==> src/rtl/ecc_dual_chk_pipe.sv <==
// Dual-lane SECDED decoder with a one-cycle output stage, lane-compare fault
// detection, saturating event counters and a comparator self-test sequencer.
module ecc_dual_chk_pipe #(
    parameter int DATA_WIDTH   = 148,
    parameter int PARITY_WIDTH = 9,
    parameter int CNT_WIDTH    = 8
) (
    input  logic                    clk,
    input  logic                    rst_n,
    input  logic                    in_valid,
    input  logic [DATA_WIDTH-1:0]   data_in,
    input  logic [PARITY_WIDTH-1:0] parity_in,
    input  logic                    bypass,
    input  logic                    detc_en,
    input  logic                    stat_clr,
    input  logic                    selftest_req,
    output logic                    out_valid,
    output logic [DATA_WIDTH-1:0]   data_out,
    output logic                    sbit_err,
    output logic                    dbit_err,
    output logic                    ecc_fault,
    output logic [CNT_WIDTH-1:0]    sbit_cnt,
    output logic [CNT_WIDTH-1:0]    dbit_cnt,
    output logic [CNT_WIDTH-1:0]    fault_cnt,
    output logic                    fault_sticky,
    output logic                    dbit_sticky,
    output logic                    irq,
    output logic                    selftest_busy,
    output logic                    selftest_done,
    output logic                    selftest_pass
);
    localparam int HW = PARITY_WIDTH - 1;   // Hamming check bits; the top bit is overall parity
    localparam int LW = DATA_WIDTH + 2;     // lane result {sbit, dbit, mask}

    typedef enum logic [1:0] {ST_IDLE, ST_ARM, ST_CHECK, ST_DONE} st_t;

    st_t  st_reg, st_next;
    logic st_mis_reg;

    // Hamming layout: check bit j sits at position 2^j, data fills the other
    // positions from 3 upward in order; overall parity covers every stored bit.
    function automatic logic [LW-1:0] lane_decode(input logic [DATA_WIDTH-1:0]   d,
                                                  input logic [PARITY_WIDTH-1:0] p,
                                                  input logic                    byp);
        logic [HW-1:0]         syn;
        logic                  ovr;
        logic [DATA_WIDTH-1:0] mask;
        int                    pos;
        syn  = p[HW-1:0];
        ovr  = ^{d, p};
        mask = '0;
        pos  = 2;
        for (int i = 0; i < DATA_WIDTH; i++) begin
            pos = pos + 1;
            if ((pos & (pos - 1)) == 0) pos = pos + 1;
            if (d[i]) syn = syn ^ pos[HW-1:0];
        end
        pos = 2;
        for (int i = 0; i < DATA_WIDTH; i++) begin
            pos = pos + 1;
            if ((pos & (pos - 1)) == 0) pos = pos + 1;
            mask[i] = ovr && (syn == pos[HW-1:0]);
        end
        if (byp) return '0;
        return {ovr, !ovr && (syn != '0), mask};
    endfunction

    logic [LW-1:0] lane_res [2];

    genvar gi;
    generate
        for (gi = 0; gi < 2; gi++) begin : g_lane
            assign lane_res[gi] = lane_decode(data_in, parity_in, bypass);
        end
    endgenerate

    // Diagnostic hook for flipping lane-1 mask bit 0 outside the self-test.
    logic diag_flip;
    assign diag_flip = 1'b0;

    logic                  inj_beat;
    logic [LW-1:0]         lane1_cmp;
    logic                  mismatch;
    logic                  sbit_n, dbit_n, fault_n;
    logic [DATA_WIDTH-1:0] data_next;

    assign inj_beat  = (st_reg == ST_ARM) && in_valid;
    assign lane1_cmp = lane_res[1] ^ {{(LW-1){1'b0}}, inj_beat | diag_flip};
    assign mismatch  = (lane_res[0] != lane1_cmp);
    assign sbit_n    = lane_res[0][LW-1];
    assign dbit_n    = lane_res[0][LW-2];
    assign fault_n   = detc_en && mismatch && !inj_beat;
    // The injected mismatch is artificial, so that beat still takes lane-0 data.
    assign data_next = (!mismatch || !detc_en || inj_beat)
                     ? (data_in ^ lane_res[0][DATA_WIDTH-1:0]) : data_in;

    always_ff @(posedge clk or negedge rst_n) begin
        if (!rst_n) begin
            out_valid    <= 1'b0;
            data_out     <= '0;
            sbit_err     <= 1'b0;
            dbit_err     <= 1'b0;
            ecc_fault    <= 1'b0;
            sbit_cnt     <= '0;
            dbit_cnt     <= '0;
            fault_cnt    <= '0;
            fault_sticky <= 1'b0;
            dbit_sticky  <= 1'b0;
        end else begin
            out_valid <= in_valid;
            if (in_valid) begin
                data_out  <= data_next;
                sbit_err  <= sbit_n;
                dbit_err  <= dbit_n;
                ecc_fault <= fault_n;
            end
            if (stat_clr) begin
                sbit_cnt     <= '0;
                dbit_cnt     <= '0;
                fault_cnt    <= '0;
                fault_sticky <= 1'b0;
                dbit_sticky  <= 1'b0;
            end else if (in_valid) begin
                if (sbit_n && (sbit_cnt != '1))   sbit_cnt  <= sbit_cnt + CNT_WIDTH'(1);
                if (dbit_n && (dbit_cnt != '1))   dbit_cnt  <= dbit_cnt + CNT_WIDTH'(1);
                if (fault_n && (fault_cnt != '1)) fault_cnt <= fault_cnt + CNT_WIDTH'(1);
                if (fault_n) fault_sticky <= 1'b1;
                if (dbit_n)  dbit_sticky  <= 1'b1;
            end
        end
    end

    assign irq = fault_sticky | dbit_sticky;

    always_ff @(posedge clk or negedge rst_n) begin
        if (!rst_n) begin
            st_reg        <= ST_IDLE;
            st_mis_reg    <= 1'b0;
            selftest_pass <= 1'b0;
        end else begin
            st_reg <= st_next;
            if (inj_beat) st_mis_reg <= mismatch && detc_en;
            if ((st_reg == ST_IDLE) && selftest_req) selftest_pass <= 1'b0;
            else if (st_reg == ST_CHECK)             selftest_pass <= st_mis_reg;
        end
    end

    always_comb begin
        st_next = st_reg;
        case (st_reg)
            ST_IDLE:  if (selftest_req) st_next = ST_ARM;
            ST_ARM:   if (in_valid) st_next = ST_CHECK;
            ST_CHECK: st_next = ST_DONE;
            ST_DONE:  st_next = ST_IDLE;
            default:  st_next = ST_IDLE;
        endcase
    end

    assign selftest_busy = (st_reg == ST_ARM) || (st_reg == ST_CHECK);
    assign selftest_done = (st_reg == ST_DONE);

endmodule

==> config.mk <==
export PLATFORM = sky130hd
export DESIGN_NAME = ecc_dual_chk_pipe
export DESIGN_NICKNAME = d
export VERILOG_FILES = /design/src/rtl/ecc_dual_chk_pipe.sv
export SDC_FILE = /design/constraint.sdc
export NUM_CORES = 1
export LEC_CHECK = 0
export BUFFER_PORTS_ARGS = -buffer_cell sky130_fd_sc_hd__buf_2
export CORE_ASPECT_RATIO = 1.4
export CORE_MARGIN = 2
export CORE_UTILIZATION = 35
export CTS_BUF_LIST = sky130_fd_sc_hd__clkbuf_16
export DETAILED_ROUTE_END_ITERATION = 8
export MAX_ROUTING_LAYER = met4
export PLACE_DENSITY = 0.65
export SLEW_MARGIN = 5
export SYNTH_ARGS = -nofsm -noshare
export SYNTH_HDL_FRONTEND = slang
export SYNTH_SLANG_ARGS = --single-unit
export TNS_END_PERCENT = 20
==> constraint.sdc <==
create_clock -name clk -period 3.64 [get_ports clk]
set_input_delay 0.728 -clock clk [delete_from_list [all_inputs] [get_ports clk]]
set_output_delay 0.728 -clock clk [all_outputs]
set_load 0.005 [all_outputs]
# Yosys cells after proc, flatten, opt, wreduce, memory -nomap -nowiden
# Cells that the tools add are included.
# word_totals
inputBits,164
word_cells,675
output_inout_bits,182
ff_bits,182
# op_classes
muxes,172
addsub,3
bitwise,151
n_reduce_logical,179
eq_ne,157
# ops
operator,count
"equality test 8 x 7 -> 1 bit, second input constant",63
2-to-1 mux 7 bit,63
2-to-1 mux 150 bit,2
2-to-1 mux 8 bit,37
"equality test 8 x 6 -> 1 bit, second input constant",31
"equality test 8 bit, second input constant",28
2-to-1 mux 6 bit,31
NOT 4 bit,45
parity 157 bit,1
logical AND 1 bit,156
inequality test 150 bit,1
XOR 150 x 1 -> 150 bit,1
2-to-1 mux 148 bit,1
XOR 148 bit,1
NOT 3 bit,45
"equality test 8 x 5 -> 1 bit, second input constant",15
NOT 5 bit,24
2-to-1 mux 5 bit,15
"equality test 8 x 4 -> 1 bit, second input constant",7
NOT 2 bit,26
NOT 6 bit,7
2-to-1 mux 4 bit,7
"adder 8 x 1 -> 8 bit, second input constant",3
"equality test 8 x 3 -> 1 bit, second input constant",3
other kinds (17),49

# Logic depth before layout (Yosys ltp)
# logic_depth
depth_word,307
ltp_mapped,11
mapped_depth_nobuf,9

# Worst setup path before layout
# Ideal clock, no wire load.
# synth_path
kind,input to register
from,input port data_in[11]
to,register dbit_cnt[4]
required_time_ns,3.562
t_arrival_ns,3.778
slack_ns,-0.216
path_buffers,0
cell_stages,9
setup_ns,0.078
cell_sequence,xor3_1 -> xnor3_1 -> xnor3_1 -> xor2_1 -> xnor3_1 -> xnor3_1 -> a311o_1 -> or4_1 -> a21oi_1
# synth_between
elab_chain_cells,218
word_cells_on_any_way,252
classes_between,mux (138); bitwise (107); reduce/logical (7)
# synth_rtl
item,line,source
start: declaration,11,"input logic [DATA_WIDTH-1:0] data_in,"
2-to-1 mux 5 bit,56,if (d[i]) syn = syn ^ pos[HW-1:0];
NOT 2 bit (no line),n/a,
2-to-1 mux 5 bit,56,
NOT 3 bit (no line),n/a,
2-to-1 mux 5 bit,56,
NOT 2 bit (no line),n/a,
2-to-1 mux 5 bit,56,
NOT 3 bit (no line),n/a,
(+202 left out),n/a,
NOT 4 bit (no line),n/a,
2-to-1 mux 8 bit,56,
nonzero test 8 bit,65,"return {ovr, !ovr && (syn != '0), mask};"
logical AND 1 bit (*),65,
2-to-1 mux 150 bit (*),65,
logical AND 1 bit (*),125,if (dbit_n && (dbit_cnt != '1)) dbit_cnt <= dbit_cnt + CNT_WIDTH'(1);
nonzero test 2 bit (no line) (*),n/a,
AND reduction 2 bit (no line) (*),n/a,
end signal: assignment,125,
end: declaration,23,"output logic [CNT_WIDTH-1:0] dbit_cnt,"
# Mark *: on every way between the ends. The rest lies on a longest branch, timed or not.
# A chain may end at the register's enable or synchronous reset.

# Worst setup path in the final report
# layout_path
from,input port data_in[84]
to,register data_out[82]
# layout_between
elab_chain_cells,108
word_cells_on_any_way,432
classes_between,eq/ne (149); mux (66); bitwise (62); reduce/logical (155)
# layout_rtl
item,line,source
2-to-1 mux 7 bit,56,
NOT 5 bit (no line),n/a,
2-to-1 mux 7 bit,56,
NOT 5 bit (no line),n/a,
2-to-1 mux 7 bit,56,
NOT 6 bit (no line),n/a,
2-to-1 mux 7 bit,56,
NOT 2 bit (no line),n/a,
(+91 left out),n/a,
equality test 8 x 2 -> 1 bit (tied with other cells),62,mask[i] = ovr && (syn == pos[HW-1:0]);
logical AND 1 bit (on tied branches),"62, 65",
2-to-1 mux 150 bit (*),65,
XOR 150 x 1 -> 150 bit,88,"assign lane1_cmp = lane_res[1] ^ {{(LW-1){1'b0}}, inj_beat | diag_flip};"
inequality test 150 bit,89,assign mismatch = (lane_res[0] != lane1_cmp);
logical NOT 1 bit,94,assign data_next = (!mismatch || !detc_en || inj_beat)
logical OR 1 bit (2 in a row),94,
2-to-1 mux 148 bit (*),95,? (data_in ^ lane_res[0][DATA_WIDTH-1:0]) : data_in;
end signal: assignment,112,data_out <= data_next;
end: declaration,18,"output logic [DATA_WIDTH-1:0] data_out,"
# Marks and branches as above.

==> metrics.txt <==
post-route setup TNS=-0.04100 ns; library cells used by synthesis=44; hold-fix buffers at CTS=0; cell chosen for the clock root=sky130_fd_sc_hd__clkbuf_16; total routing usage reported by global routing=27.47%; number of violations of the max-capacitance limit=0; leakage dissipation=7.990 nW; type of the tightest min-delay check=in -> async; RSZ-0062 raised after global routing=yes; peak clock frequency supported by timing=273.5 MHz; top-area cell type share of the netlist area=36.86%; antenna-violating nets left=0; area added between synthesis and finish=44.79%; die span in x=162.8 um; Max Root-Sink Buffers=2; wire length per cell=22.20 um; cell types occupying the most area after synthesis=sky130_fd_sc_hd__dfrtp_1 37%, sky130_fd_sc_hd__xnor2_1 12%, sky130_fd_sc_hd__xnor3_1 11%; Placed Area=0.01642 sq mm; sink count of the clock tree=182; core footprint=0.03486 sq mm; final layout net count=2,020; clock-pin slew reported for the worst setup and hold paths after clock tree synthesis=0.07 ns; most frequent cells after synthesis=182 x sky130_fd_sc_hd__dfrtp_1, 167 x sky130_fd_sc_hd__xnor2_1, 163 x sky130_fd_sc_hd__nor2_1; count of final hold-check violations=0; post-route insts no fill=2,320; CTS tree=done; largest clock skew in the final design=0.01096 ns; layout cell share with drive strength beyond 1=40.09%; Synth async-reset ratio=100.0%; final clock period utilization by the worst path=100.5%; effective utilization at floorplan=35.44%; area of all placed cells without fillers=0.01789 sq mm; outcome=complete, but fails checks; Worst slew margin=50.39%; Routability Congestion=0.9670; total design power=21.77 mW; Worst Slack Setup Final=-0.01679 ns; post-synthesis sequential element count=182; first-pass GRT wire length=71,900 um; 1st-iter DRT viols=1,022; EDFF count, synth=0; Die Ht=226.3 um; top cell type by total area after synthesis=sky130_fd_sc_hd__dfrtp_1; IO Count=346; number of detailed-routing iterations run before antenna repair=5; syn_area_per_cell=9.526 sq um; sequential fraction of the synthesis area=36.86%; most common cell in the netlist=sky130_fd_sc_hd__dfrtp_1; total congestion overflow after global routing=0; final count of negative-setup-slack endpoints=4; top register by number of flip-flops=data_out; DRC violations left=0; family with the most delay on the worst path=XOR/XNOR gates; Critical Path Slowest Stage Cell=sky130_fd_sc_hd__xnor3_2; ys flop type=sky130_fd_sc_hd__dfrtp_1; instance count after placement with tap cells included=2,259; power per standard cell area=1217 mW/mm^2; combined buffer and inverter count along the critical path=4; Max VDD drop=1.843 mV; num rows=81; Ys Warns=0; Req. time, crit path=4.03 ns; Via density=5.388; highest net fanout along the worst path=31; maximum number of pins on one net before global-route repair=162; count of vias placed by the detailed router=12,500; startpoint type of the worst setup path=input pin; class of the most critical setup path=in -> reg; failing checks=negative setup slack; crit path DAT=4.04 ns; CP max stage delay=0.45 ns; CTS Buf Count=17; final routed wirelength across all metal layers=51,500 um; critical path, cell by cell=buf_8 > xnor3_2 > xnor2_4 > buf_6 > xnor3_1 > xnor3_1 > xnor3_2 > nor2b_4 > nand3b_1 > buf_6 > clkbuf_16 > or3_1 > a31oi_1; floorplan die area=0.03684 sq mm; CTS H-Tree Depth=4; post-route core utilization=51.31%; number of global-route vias before repair=11,650; Tmin final=3.657 ns; clock latency reported for the late side of the worst-skew pair=0.47 ns; cell area after technology mapping=0.01236 sq mm; kind of end point of the critical path=flip-flop; IO Port Bufs=345; max reg flops=148; initial antenna violation count=3; worst-margin pin slew=0.7441 ns; Syn Inst Count=1,297; dpl hpwl=38,680 um; final max-slew violation count=0; net count after synthesis=1,468
[cells in the final DEF (no fill, tap or decap), types with 17 or more instances in the layout]
cell                          n
sky130_fd_sc_hd__nor2_1     159
sky130_fd_sc_hd__xnor2_1    133
sky130_fd_sc_hd__or3_1      141
sky130_fd_sc_hd__buf_12      17
sky130_fd_sc_hd__xnor3_1     48
sky130_fd_sc_hd__dfrtp_1    182
sky130_fd_sc_hd__xnor2_2     30
sky130_fd_sc_hd__a31oi_1    148
sky130_fd_sc_hd__clkbuf_16   20
sky130_fd_sc_hd__buf_2      330
sky130_fd_sc_hd__nand3_1     22
sky130_fd_sc_hd__o21ai_0    141
sky130_fd_sc_hd__buf_4      247
sky130_fd_sc_hd__xor2_1      24
[layout make-up]
cell class | instances | area (sq um)
fillers | 3303 | 16970
multi-input cells | 1020 | 7968
flip-flops and latches | 182 | 4554
repair buffers | 618 | 4170
well taps | 456 | 570.5
clock buffers | 17 | 425.4
clock inverters | 14 | 152.6
inverters | 10 | 41.29
diodes | 3 | 7.507
[through the flow]
step	setup WS (ns)	hold WS [ns]
4_1_cts	-0.02773	0.2866
3_3_place_gp	-0.6864	0.4781
5_1_grt	-0.09971	0.3218
2_1_floorplan	0.0002773	0.4324
3_5_place_dp	-0.7225	0.4879
6_report	-0.01679	0.2704
[report_power, final]
group / switching (mW) / internal (mW) / leakage, nW / total (mW)
combinational: 9.46 / 7.95 / 5.60 / 17.4
sequential: 0.165 / 2.27 / 2.11 / 2.44
clock: 0.902 / 1.01 / 0.281 / 1.92
total: 10.5 / 11.2 / 7.99 / 21.8
[final timing paths]
| path | from | end | slack [ns] | cells after the start |
|---|---|---|---|---|
| min in group clk | selftest_req | selftest_pass | 0.45 | 2 |
| setup reg to reg | dbit_cnt[0] | dbit_cnt[4] | 1.69 | 5 |
| hold reg to reg | fault_cnt[1] | fault_cnt[1] | 0.50 | 1 |
| hold / removal | rst_n | data_out[113] | 0.27 | 1 |
| max in group asynchronous | rst_n | data_out[134] | 2.56 | 2 |
| setup / recovery | data_in[84] | data_out[82] | -0.02 | 13 |
[kinds of logic (layout without fill, tap and decap cells)]
| logic type | count (synthesis) | count (layout) | share of synthesized area, % |
|---|---|---|---|
| and+or+nand+nor | 420 | 420 | 17.65 |
| AOI/OAI and AO/OA | 318 | 319 | 14.77 |
| xor gates and xnor gates | 267 | 267 | 26.39 |
| DFF | 182 | 182 | 36.86 |
| buffers and inverters | 96 | 659 | 2.998 |
| adders and majority gates | 7 | 7 | 0.7088 |
| muxes | 7 | 7 | 0.6177 |
| other | 0 | 3 | 0 |
[layer usage]
layer	wire length (um)	part of all wire [%]	GRT usage [%]
met2	25850	50	45.22
met5	0	0	-
met4	2569	5.0	14.07
met3	3148	6.1	4.719
met1	19940	39	32.33
[repair_timing]
| action | 4_1_cts | 5_1_grt |
|---|---|---|
| setup buffers | 0 | 25 |
| hold endpoints to repair | 0 | 0 |
| setup endpoints to repair | 133 | 151 |
| pin swaps | 4 | 40 |
| cloned | 0 | 4 |
| resized for setup | 18 | 116 |
No activity file was read; power rests on OpenSTA's default activity.
